--- src/rtl/iob_cycle_ctl_if.sv ---
// Fast-side request/response and slow IO-bus signals of the IOB cycle controller.
// The slave modport is the controller; the master modport is its environment.
interface iob_cycle_ctl_if;
    logic        BACT;
    logic        IOCS;
    logic        IOPWCS;
    logic        IACS;
    logic [23:1] A;
    logic        nWE;
    logic        nUDS;
    logic        nLDS;
    logic [15:0] DI;
    logic        IOACK;
    logic        IOBERR;
    logic [15:0] IORDD;
    logic        PWFULL;
    logic        PWERR;
    logic [23:1] IOB_A;
    logic [15:0] IOB_DO;
    logic        IOB_nAS;
    logic        IOB_nWE;
    logic        IOB_nUDS;
    logic        IOB_nLDS;
    logic        IOB_IACK;
    logic        IOB_nDTACK;
    logic [15:0] IOB_DI;

    modport slave (
        input  BACT, IOCS, IOPWCS, IACS, A, nWE, nUDS, nLDS, DI, IOB_nDTACK, IOB_DI,
        output IOACK, IOBERR, IORDD, PWFULL, PWERR,
        output IOB_A, IOB_DO, IOB_nAS, IOB_nWE, IOB_nUDS, IOB_nLDS, IOB_IACK
    );

    modport master (
        output BACT, IOCS, IOPWCS, IACS, A, nWE, nUDS, nLDS, DI, IOB_nDTACK, IOB_DI,
        input  IOACK, IOBERR, IORDD, PWFULL, PWERR,
        input  IOB_A, IOB_DO, IOB_nAS, IOB_nWE, IOB_nUDS, IOB_nLDS, IOB_IACK
    );
endinterface

--- src/rtl/iob_cycle_ctl.sv ---
// Runs fast-side IO cycles as 68000-style nAS/nDTACK cycles on the slow IOB,
// with a one-entry posted-write buffer that is acknowledged at once and drained in background.
//
// state   | meaning
// IDLE    | no slow cycle; starts buffered posted write first, else a new request
// AS      | drive address/data/strobes, assert nAS
// WAIT    | wait for nDTACK, count toward timeout
// END_OK  | release nAS, deliver read data / ack or free buffer
// END_ERR | release nAS, deliver bus error / ack or PWERR pulse
// REC     | nAS held high for RECOVERY cycles
module iob_cycle_ctl #(
    parameter int TIMEOUT  = 255,
    parameter int RECOVERY = 2
) (
    input  logic           CLK,
    input  logic           RES,
    iob_cycle_ctl_if.slave bus
);

    localparam int CNT_W = $clog2(TIMEOUT + 1);
    localparam int REC_W = (RECOVERY > 1) ? $clog2(RECOVERY) : 1;

    typedef enum logic [2:0] {
        S_IDLE, S_AS, S_WAIT, S_END_OK, S_END_ERR, S_REC
    } state_t;

    state_t state, state_nxt;

    logic        taken, cyc_live, cyc_posted, cyc_nwe, cyc_iack, cyc_nuds, cyc_nlds;
    logic [23:1] cyc_a, pw_a;
    logic [15:0] cyc_d, pw_d;
    logic        pw_nuds, pw_nlds, pw_full;
    logic        ioack, ioberr, pwerr;
    logic [15:0] iordd;
    logic        iob_nas, iob_nwe, iob_nuds, iob_nlds, iob_iack;
    logic [CNT_W-1:0] wait_cnt;
    logic [REC_W-1:0] rec_cnt;
    logic        request, posted_elig, pw_accept, np_accept, start, tmo, rec_done, ack_ok;

    always_comb begin
        request     = bus.BACT & bus.IOCS & ~taken;
        posted_elig = bus.IOPWCS & ~bus.nWE & ~bus.IACS;
        pw_accept   = request & posted_elig & ~pw_full;
        // a pending posted write always drains before any new non-posted cycle
        np_accept   = request & ~posted_elig & (state == S_IDLE) & ~pw_full;
        start       = (state == S_IDLE) & (pw_full | pw_accept | np_accept);
        tmo         = (wait_cnt == CNT_W'(TIMEOUT));
        rec_done    = (rec_cnt == '0);
        ack_ok      = cyc_live & bus.BACT;
        state_nxt   = state;
        case (state)
            S_IDLE:    if (start) state_nxt = S_AS;
            S_AS:      state_nxt = S_WAIT;
            S_WAIT: begin
                if (!bus.IOB_nDTACK) state_nxt = S_END_OK;
                else if (tmo)        state_nxt = S_END_ERR;
            end
            S_END_OK,
            S_END_ERR: state_nxt = S_REC;
            S_REC:     if (rec_done) state_nxt = S_IDLE;
            default:   state_nxt = S_IDLE;
        endcase
    end

    always_ff @(posedge CLK) begin
        if (RES) state <= S_IDLE;
        else     state <= state_nxt;
    end

    always_ff @(posedge CLK) begin
        if (RES) begin
            taken      <= 1'b0;
            cyc_live   <= 1'b0;
            cyc_posted <= 1'b0;
            cyc_nwe    <= 1'b1;
            cyc_iack   <= 1'b0;
            cyc_nuds   <= 1'b1;
            cyc_nlds   <= 1'b1;
            cyc_a      <= '0;
            cyc_d      <= '0;
            pw_a       <= '0;
            pw_d       <= '0;
            pw_nuds    <= 1'b1;
            pw_nlds    <= 1'b1;
            pw_full    <= 1'b0;
            ioack      <= 1'b0;
            ioberr     <= 1'b0;
            pwerr      <= 1'b0;
            iordd      <= '0;
            iob_nas    <= 1'b1;
            iob_nwe    <= 1'b1;
            iob_nuds   <= 1'b1;
            iob_nlds   <= 1'b1;
            iob_iack   <= 1'b0;
            wait_cnt   <= '0;
            rec_cnt    <= '0;
        end else begin
            pwerr <= 1'b0;
            if (!bus.BACT) begin
                taken    <= 1'b0;
                cyc_live <= 1'b0;
                ioack    <= 1'b0;
                ioberr   <= 1'b0;
            end
            if (pw_accept | np_accept) taken <= 1'b1;
            if (np_accept) cyc_live <= 1'b1;
            if (pw_accept) begin
                pw_full <= 1'b1;
                pw_a    <= bus.A;
                pw_d    <= bus.DI;
                pw_nuds <= bus.nUDS;
                pw_nlds <= bus.nLDS;
                ioack   <= 1'b1;
            end
            if (start) begin
                cyc_posted <= pw_full | pw_accept;
                if (pw_full) begin
                    cyc_a    <= pw_a;
                    cyc_d    <= pw_d;
                    cyc_nwe  <= 1'b0;
                    cyc_nuds <= pw_nuds;
                    cyc_nlds <= pw_nlds;
                    cyc_iack <= 1'b0;
                end else begin
                    cyc_a    <= bus.A;
                    cyc_d    <= bus.DI;
                    cyc_nwe  <= bus.nWE;
                    cyc_nuds <= bus.nUDS;
                    cyc_nlds <= bus.nLDS;
                    cyc_iack <= np_accept & bus.IACS;
                end
            end
            case (state)
                S_AS: begin
                    iob_nas  <= 1'b0;
                    iob_nwe  <= cyc_nwe;
                    iob_nuds <= cyc_nuds;
                    iob_nlds <= cyc_nlds;
                    iob_iack <= cyc_iack;
                    wait_cnt <= '0;
                end
                S_WAIT: if (wait_cnt != {CNT_W{1'b1}}) wait_cnt <= wait_cnt + 1'b1;
                S_END_OK, S_END_ERR: begin
                    iob_nas  <= 1'b1;
                    iob_nwe  <= 1'b1;
                    iob_nuds <= 1'b1;
                    iob_nlds <= 1'b1;
                    iob_iack <= 1'b0;
                    rec_cnt  <= REC_W'(RECOVERY - 1);
                    if (cyc_posted) begin
                        pw_full <= 1'b0;
                        if (state == S_END_ERR) pwerr <= 1'b1;
                    end else if (ack_ok) begin
                        // an aborted fast cycle gets no ack and its read data is dropped
                        ioack <= 1'b1;
                        if (state == S_END_ERR) ioberr <= 1'b1;
                        else if (cyc_nwe)       iordd  <= bus.IOB_DI;
                    end
                end
                S_REC: if (!rec_done) rec_cnt <= rec_cnt - 1'b1;
                default: ;
            endcase
        end
    end

    assign bus.IOACK    = ioack;
    assign bus.IOBERR   = ioberr;
    assign bus.IORDD    = iordd;
    assign bus.PWFULL   = pw_full;
    assign bus.PWERR    = pwerr;
    assign bus.IOB_A    = cyc_a;
    assign bus.IOB_DO   = cyc_d;
    assign bus.IOB_nAS  = iob_nas;
    assign bus.IOB_nWE  = iob_nwe;
    assign bus.IOB_nUDS = iob_nuds;
    assign bus.IOB_nLDS = iob_nlds;
    assign bus.IOB_IACK = iob_iack;

endmodule

--- src/flat_wrapper.sv ---
// flat-port wrapper written by rule: the top's interface ports become plain ports
module iob_cycle_ctl_flat 
#(
    parameter int TIMEOUT  = 255,
    parameter int RECOVERY = 2
)
  (CLK, RES, bus_BACT, bus_IOCS, bus_IOPWCS, bus_IACS, bus_A, bus_nWE, bus_nUDS, bus_nLDS, bus_DI, bus_IOB_nDTACK, bus_IOB_DI, bus_IOACK, bus_IOBERR, bus_IORDD, bus_PWFULL, bus_PWERR, bus_IOB_A, bus_IOB_DO, bus_IOB_nAS, bus_IOB_nWE, bus_IOB_nUDS, bus_IOB_nLDS, bus_IOB_IACK);
  iob_cycle_ctl_if bus_i ();
  input  logic CLK;
  input  logic RES;
  input wire logic [$bits(bus_i.BACT)-1:0] bus_BACT;
  input wire logic [$bits(bus_i.IOCS)-1:0] bus_IOCS;
  input wire logic [$bits(bus_i.IOPWCS)-1:0] bus_IOPWCS;
  input wire logic [$bits(bus_i.IACS)-1:0] bus_IACS;
  input wire logic [$bits(bus_i.A)-1:0] bus_A;
  input wire logic [$bits(bus_i.nWE)-1:0] bus_nWE;
  input wire logic [$bits(bus_i.nUDS)-1:0] bus_nUDS;
  input wire logic [$bits(bus_i.nLDS)-1:0] bus_nLDS;
  input wire logic [$bits(bus_i.DI)-1:0] bus_DI;
  input wire logic [$bits(bus_i.IOB_nDTACK)-1:0] bus_IOB_nDTACK;
  input wire logic [$bits(bus_i.IOB_DI)-1:0] bus_IOB_DI;
  output wire logic [$bits(bus_i.IOACK)-1:0] bus_IOACK;
  output wire logic [$bits(bus_i.IOBERR)-1:0] bus_IOBERR;
  output wire logic [$bits(bus_i.IORDD)-1:0] bus_IORDD;
  output wire logic [$bits(bus_i.PWFULL)-1:0] bus_PWFULL;
  output wire logic [$bits(bus_i.PWERR)-1:0] bus_PWERR;
  output wire logic [$bits(bus_i.IOB_A)-1:0] bus_IOB_A;
  output wire logic [$bits(bus_i.IOB_DO)-1:0] bus_IOB_DO;
  output wire logic [$bits(bus_i.IOB_nAS)-1:0] bus_IOB_nAS;
  output wire logic [$bits(bus_i.IOB_nWE)-1:0] bus_IOB_nWE;
  output wire logic [$bits(bus_i.IOB_nUDS)-1:0] bus_IOB_nUDS;
  output wire logic [$bits(bus_i.IOB_nLDS)-1:0] bus_IOB_nLDS;
  output wire logic [$bits(bus_i.IOB_IACK)-1:0] bus_IOB_IACK;
  assign bus_i.BACT = bus_BACT;
  assign bus_i.IOCS = bus_IOCS;
  assign bus_i.IOPWCS = bus_IOPWCS;
  assign bus_i.IACS = bus_IACS;
  assign bus_i.A = bus_A;
  assign bus_i.nWE = bus_nWE;
  assign bus_i.nUDS = bus_nUDS;
  assign bus_i.nLDS = bus_nLDS;
  assign bus_i.DI = bus_DI;
  assign bus_i.IOB_nDTACK = bus_IOB_nDTACK;
  assign bus_i.IOB_DI = bus_IOB_DI;
  assign bus_IOACK = bus_i.IOACK;
  assign bus_IOBERR = bus_i.IOBERR;
  assign bus_IORDD = bus_i.IORDD;
  assign bus_PWFULL = bus_i.PWFULL;
  assign bus_PWERR = bus_i.PWERR;
  assign bus_IOB_A = bus_i.IOB_A;
  assign bus_IOB_DO = bus_i.IOB_DO;
  assign bus_IOB_nAS = bus_i.IOB_nAS;
  assign bus_IOB_nWE = bus_i.IOB_nWE;
  assign bus_IOB_nUDS = bus_i.IOB_nUDS;
  assign bus_IOB_nLDS = bus_i.IOB_nLDS;
  assign bus_IOB_IACK = bus_i.IOB_IACK;
  iob_cycle_ctl #(.TIMEOUT(TIMEOUT), .RECOVERY(RECOVERY)) u_core (.CLK(CLK), .RES(RES), .bus(bus_i));
endmodule
--- config.mk ---
export PLATFORM = sky130hd
export DESIGN_NAME = iob_cycle_ctl_flat
export DESIGN_NICKNAME = d
export VERILOG_FILES = /design/src/rtl/iob_cycle_ctl_if.sv /design/src/rtl/iob_cycle_ctl.sv /design/src/flat_wrapper.sv
export SDC_FILE = /design/constraint.sdc
export NUM_CORES = 1
export LEC_CHECK = 0
export ABC_AREA = 1
export CAP_MARGIN = 40
export CORE_UTILIZATION = 55
export CTS_BUF_LIST = sky130_fd_sc_hd__clkbuf_2 sky130_fd_sc_hd__clkbuf_4 sky130_fd_sc_hd__clkbuf_8
export DETAILED_ROUTE_END_ITERATION = 12
export GPL_TIMING_DRIVEN = 0
export PLACE_DENSITY = 0.95
export SYNTH_ARGS = -nofsm -noshare
export SYNTH_HDL_FRONTEND = slang
export SYNTH_SLANG_ARGS = --single-unit
--- constraint.sdc ---
create_clock -name CLK -period 4.9 [get_ports CLK]
set_clock_uncertainty 0.1 [all_clocks]
set_input_delay 0.49 -clock CLK [delete_from_list [all_inputs] [get_ports CLK]]
set_output_delay 0.49 -clock CLK [all_outputs]
set_load 0.02 [all_outputs]
* Word level (Yosys, flattened, before mapping)
Cells that the tools add are included.
** Storage, ports and cells
- Flip-flop bits (word level) :: 124
- Output and inout bits :: 64
** Operators by class
- $add $sub $neg :: 2
- Reductions and logical operators :: 9
- Bitwise logic cells :: 23
- Equal/unequal tests :: 13
- Muxes and demuxes :: 37
** Operator list (number)
- 2-to-1 mux 23 bit :: 1
- 2-to-1 mux 1 bit :: 22
- 2-to-1 mux 16 bit :: 1
- case mux 8 bit (2 select lines) :: 1
- case mux 3 bit (5 select lines) :: 1
- AND 1 bit :: 12
- 2-to-1 mux 3 bit :: 4
- case mux 1 bit (2 select lines) :: 6
- adder 8 x 1 -> 8 bit (second input constant) :: 1
- equality test 8 bit (second input constant) :: 1
- 2-to-1 mux 8 bit :: 1
- != test 2 x 1 -> 1 bit (second input constant) :: 4
- != test 8 bit (second input constant) :: 1
- inverter 1 bit :: 8
- equality test 3 x 2 -> 1 bit (second input constant) :: 2
- equality test 3 bit (second input constant) :: 2
- nonzero test 2 bit :: 3
- AND reduction 5 bit :: 1
- equality test 3 x 1 -> 1 bit (second input constant) :: 1
- zero test 3 bit :: 1
- != test 3 x 2 -> 1 bit (second input constant) :: 1
- bitwise OR 1 bit :: 3
- AND reduction 3 bit :: 1
- OR reduction 3 bit :: 1
- other kinds (4) :: 4

* Longest topological paths before layout
- Word-level depth :: 11
- Depth in mapped cells :: 11
- Gate-level depth less buffers :: 10

* Least setup slack after synthesis
Ideal clock, no wire load.
- Kind :: reg-to-reg
- Start :: register u_core.pw_full (netlist: u_core.bus.PWFULL)
- End :: register u_core.cyc_a, in the netlist u_core.bus.IOB_A[13]
- Period minus slack after synthesis :: 1658 ps
- Arrival :: 1446 ps
- Setup slack :: 3242 ps
- Stages on the path, launching flop included :: 12
- Library setup time :: 112 ps
- Cells stage by stage :: dfxtp_1 > buf_2 > clkinv_1 > nand2_1 > inv_1 > nand2_1 > nand2_2 > nand2_2 > inv_4 > buf_6 > nor2_1 > nor2_1
** On the way
- Word-level cells in the longest chain between the ends :: 5
** Ends and longest elaborated chain
- start, declared :: line iob_cycle_ctl.sv:32 : logic pw_nuds, pw_nlds, pw_full;
- start signal, assigned :: line iob_cycle_ctl.sv:85 : pw_full <= 1'b0;
- start signal, assigned :: line iob_cycle_ctl.sv:108 : pw_full <= 1'b1;
- start signal, assigned :: line iob_cycle_ctl.sv:151 : pw_full <= 1'b0;
- inverter 1 bit :: line iob_cycle_ctl.sv:43, iob_cycle_ctl.sv:45
- AND 1 bit :: line iob_cycle_ctl.sv:43 : pw_accept = request & posted_elig & ~pw_full;
- bitwise OR 1 bit (2 in series) :: line iob_cycle_ctl.sv:46 : start = (state == S_IDLE) & (pw_full | pw_accept | np_accept);
- AND 1 bit :: line iob_cycle_ctl.sv:46
- end signal, assigned :: line iob_cycle_ctl.sv:118 : cyc_a <= pw_a;
- end signal, assigned :: line iob_cycle_ctl.sv:125 : cyc_a <= bus.A;
- end, declared :: line iob_cycle_ctl.sv:30 : logic [23:1] cyc_a, pw_a;
Several ways; a longest one is shown, not always the timed one.
A chain may end at the register's enable or synchronous reset.

* Final worst setup path
- Start :: register u_core.cyc_d[5] (netlist: u_core.bus.IOB_DO[5])
- End :: output bus_IOB_DO[5]
** RTL lines
- start, declared :: line iob_cycle_ctl.sv:31 : logic [15:0] cyc_d, pw_d;
- start signal, assigned :: line iob_cycle_ctl.sv:119 : cyc_d <= pw_d;
- start signal, assigned :: line iob_cycle_ctl.sv:126 : cyc_d <= bus.DI;
- end, declared :: line flat_wrapper.sv:28 : output wire logic [$bits(bus_i.IOB_DO)-1:0] bus_IOB_DO;
No word-level cell between the ends.

==> results.json <==
{
  "multi_input_area_um2": 2400,
  "p_leak_nw": 2.72,
  "cts_resized": 0,
  "ir_drop_uv": 288,
  "synth-simple-area-share": 0.292,
  "p_clk_frac": 0.322,
  "routed_wl_mm": 14.7,
  "placed_area_um2": 6620,
  "yosys.area_share.adder": 0.00240,
  "run_status": "completed",
  "synth_top_family_by_area": "simple AND/OR/NAND/NOR gates",
  "worstHoldPathType": "flip-flop to flip-flop",
  "worstPathArrival_ns": 1.45,
  "switching_share": 0.334,
  "yosys-top-cells-area": "dfxtp_1, nand2_1, nor2_1",
  "min_period_over_period": 0.415,
  "p_switching_mw": 1.07,
  "seq_area_frac_synth": 0.477,
  "start_util": 0.566,
  "fmax_mhz": 491,
  "die-area_um2": 9860,
  "grt_pass1_vias": 5179,
  "setup_violations": 0,
  "layout_commonest_cell": "nand2_1",
  "syn-instance-count": 691,
  "ant_nets": 0,
  "startpoint_type": "flip-flop",
  "synthDominantCellAreaShare": 0.477,
  "antenna_found_initial": 0,
  "die_h_um": 99.3,
  "ys_ff_latch": 124,
  "hold_ws_ns": 0.360,
  "slew_viol_final": 0,
  "synth_compound_area_frac": 0.0899,
  "cts_made_buffers": 17,
  "coreArea_um2": 9200,
  "yosys-mux-area-fraction": 0.0750,
  "cts_max_level": 4,
  "antenna_cells": 0,
  "setup_tns_ns": 0,
  "rrSetupSlack_ns": 2.92,
  "layout.nets": 903,
  "syn_nets": 757,
  "max-slew-margin-rel": 0.626,
  "die_x_um": 99.3,
  "netlist_area_um2": 5210,
  "power.internal_mw": 2.12,
  "drcViolationCount": 0,
  "area_delta_synth_final_pct": 35.7,
  "wl_per_cell_um": 15.3,
  "synth-xor-area-share": 0.00168,
  "drt_iter0_drc": 384,
  "cts_sinks": 124,
  "finalCriticalPeriod_ns": 2.04,
  "n_fill_cell": 629,
  "detail_route.vias_per_cell": 5.54,
  "io_pins": 129,
  "cpPeakStageDelay_ns": 0.64,
  "syn_avg_cell_area_um2": 7.53,
  "cp-end-kind": "output port",
  "crit_fanout": 2,
  "cellPowerDensity_nw_per_um2": 451,
  "place.detailed.hpwl_mm": 10.2,
  "cts_setup_buffers": 0,
  "path_delay_family": "buffers and inverters",
  "clock_path_buffers": 2,
  "critical_path_class": "flip-flop to output port",
  "gr-total-overflow": 0,
  "yosys_warnings": 0,
  "holdBufCountCts": 0,
  "drive_gt1_frac": 0.0766,
  "regArea_um2": 2480,
  "cp_data_required_time_ns": 4.31,
  "fin_area_um2": 7070,
  "path_cells": "clkdlybuf4s50_1",
  "drv_cap": 0,
  "num_vias": 5321,
  "gr-usage-all-layers": 0.305,
  "power_frac_comb": 0.298,
  "hold_violations": 0,
  "final_cell_mix": "nand2_1, clkdlybuf4s50_1, dfxtp_1",
  "synth_largest_area_cell": "dfxtp_1",
  "rows": 35,
  "rsz0062_at_grt": "false",
  "tightest_slew_ns": 0.561,
  "cts-root-buf": "clkbuf_8",
  "io_buffers": 127,
  "gp_congestion": 0.878,
  "grt_pass1_wl_mm": 23.9,
  "firstDrtPassIters": 5,
  "cp_num_buf_inv": 1,
  "ys_types": 31,
  "p_seq_frac": 0.380,
  "tritoncts": "yes",
  "grt_start_max_net_pins": 17,
  "clk_latency_ns": 0.44,
  "slowest_stage": "clkdlybuf4s50_1",
  "path_clk_slew_ns": 0.07
}
-- logic make-up (layout without fill, tap and decap cells) --
logic type / after synthesis / after routing
AOI/OAI and AO/OA: 89 / 89
adders and majority gates: 1 / 1
DFF: 124 / 124
muxes: 39 / 39
and+or+nand+nor: 368 / 368
buffers and inverters: 69 / 227
xor gates and xnor gates: 1 / 1
-- layer usage --
layer | global-route usage | part of all wire
met3 | 0.0647 | 0.075
met4 | 0.137 | 0.034
met1 | 0.361 | 0.40
met2 | 0.534 | 0.49
met5 | 0 | 0
-- cell usage after synthesis --
cell type	number
a21oi_1	57
mux2i_1	39
xor2_1	1
o21bai_1	1
buf_6	5
clkinv_1	2
ha_1	1
o211ai_1	1
o221ai_1	2
buf_2	15
nand3_1	61
a211oi_1	1
dfxtp_1	124
inv_4	1
nor2_4	2
a31oi_1	3
nor3_1	18
inv_1	21
clkbuf_1	21
inv_2	3
nand3b_1	2
nor2_1	113
o21ai_1	5
nor2_2	2
nand2_1	164
nand2_2	4
buf_4	1
o21ai_0	18
or2_2	1
nand4_1	1
a32oi_1	1
-- power groups by stage --
| stage | logic (mW) | clock network [mW] | registers (mW) |
|---|---|---|---|
| after floorplan | 0.452 | 0 | 1.33 |
| after global placement | 0.894 | 0 | 1.22 |
| after detailed placement | 0.927 | 0 | 1.23 |
| after CTS | 0.939 | 1.02 | 1.21 |
| after global routing | 1.03 | 1.08 | 1.22 |
| final | 0.951 | 1.03 | 1.21 |
-- worst paths after layout --
check / cells after the start / from / end
max reg2reg: 11 / u_core.bus.PWFULL$_SDFF_PP0_ / u_core.bus.IOB_A[13]$_SDFFE_PP0P_
min reg2reg: 2 / u_core.rec_cnt$_SDFFE_PP0P_ / u_core.rec_cnt$_SDFFE_PP0P_
min: 2 / u_core.rec_cnt$_SDFFE_PP0P_ / u_core.rec_cnt$_SDFFE_PP0P_
max: 1 / u_core.bus.IOB_DO[5]$_SDFFE_PP0P_ / bus_IOB_DO[5]
-- layout make-up --
cell class                 count  area share
tap                          111      0.0197
clock buffer                  19      0.0361
sequential                   124       0.351
timing repair buffer         127       0.180
buffer                        42      0.0308
clock inverter                12      0.0276
inverter                      27      0.0147
multi-input combinational    498       0.340
-- stage by stage --
step / utilization / setup slack [ns] / std cells / power (mW)
global placement: 0.719 / 2.61 / 929 / 2.11
floorplan: - / 3.24 / 691 / 1.78
detailed placement: 0.719 / 2.51 / 929 / 2.15
CTS: 0.768 / 2.89 / 960 / 3.17
finish: 0.768 / 2.86 / 960 / 3.18
global route: 0.768 / 2.74 / 960 / 3.34
-- sequential cells by signal, indices dropped and copies added (netlist names), 3 cells and up --
| signal | count |
|---|---|
| u_core.pw_d | 16 |
| u_core.pw_a | 23 |
| u_core.wait_cnt | 8 |
| u_core.state | 3 |
| u_core.bus.IOB_A | 23 |
| u_core.bus.IOB_DO | 16 |
| u_core.bus.IORDD | 16 |
No activity file was read; power rests on OpenSTA's default activity.
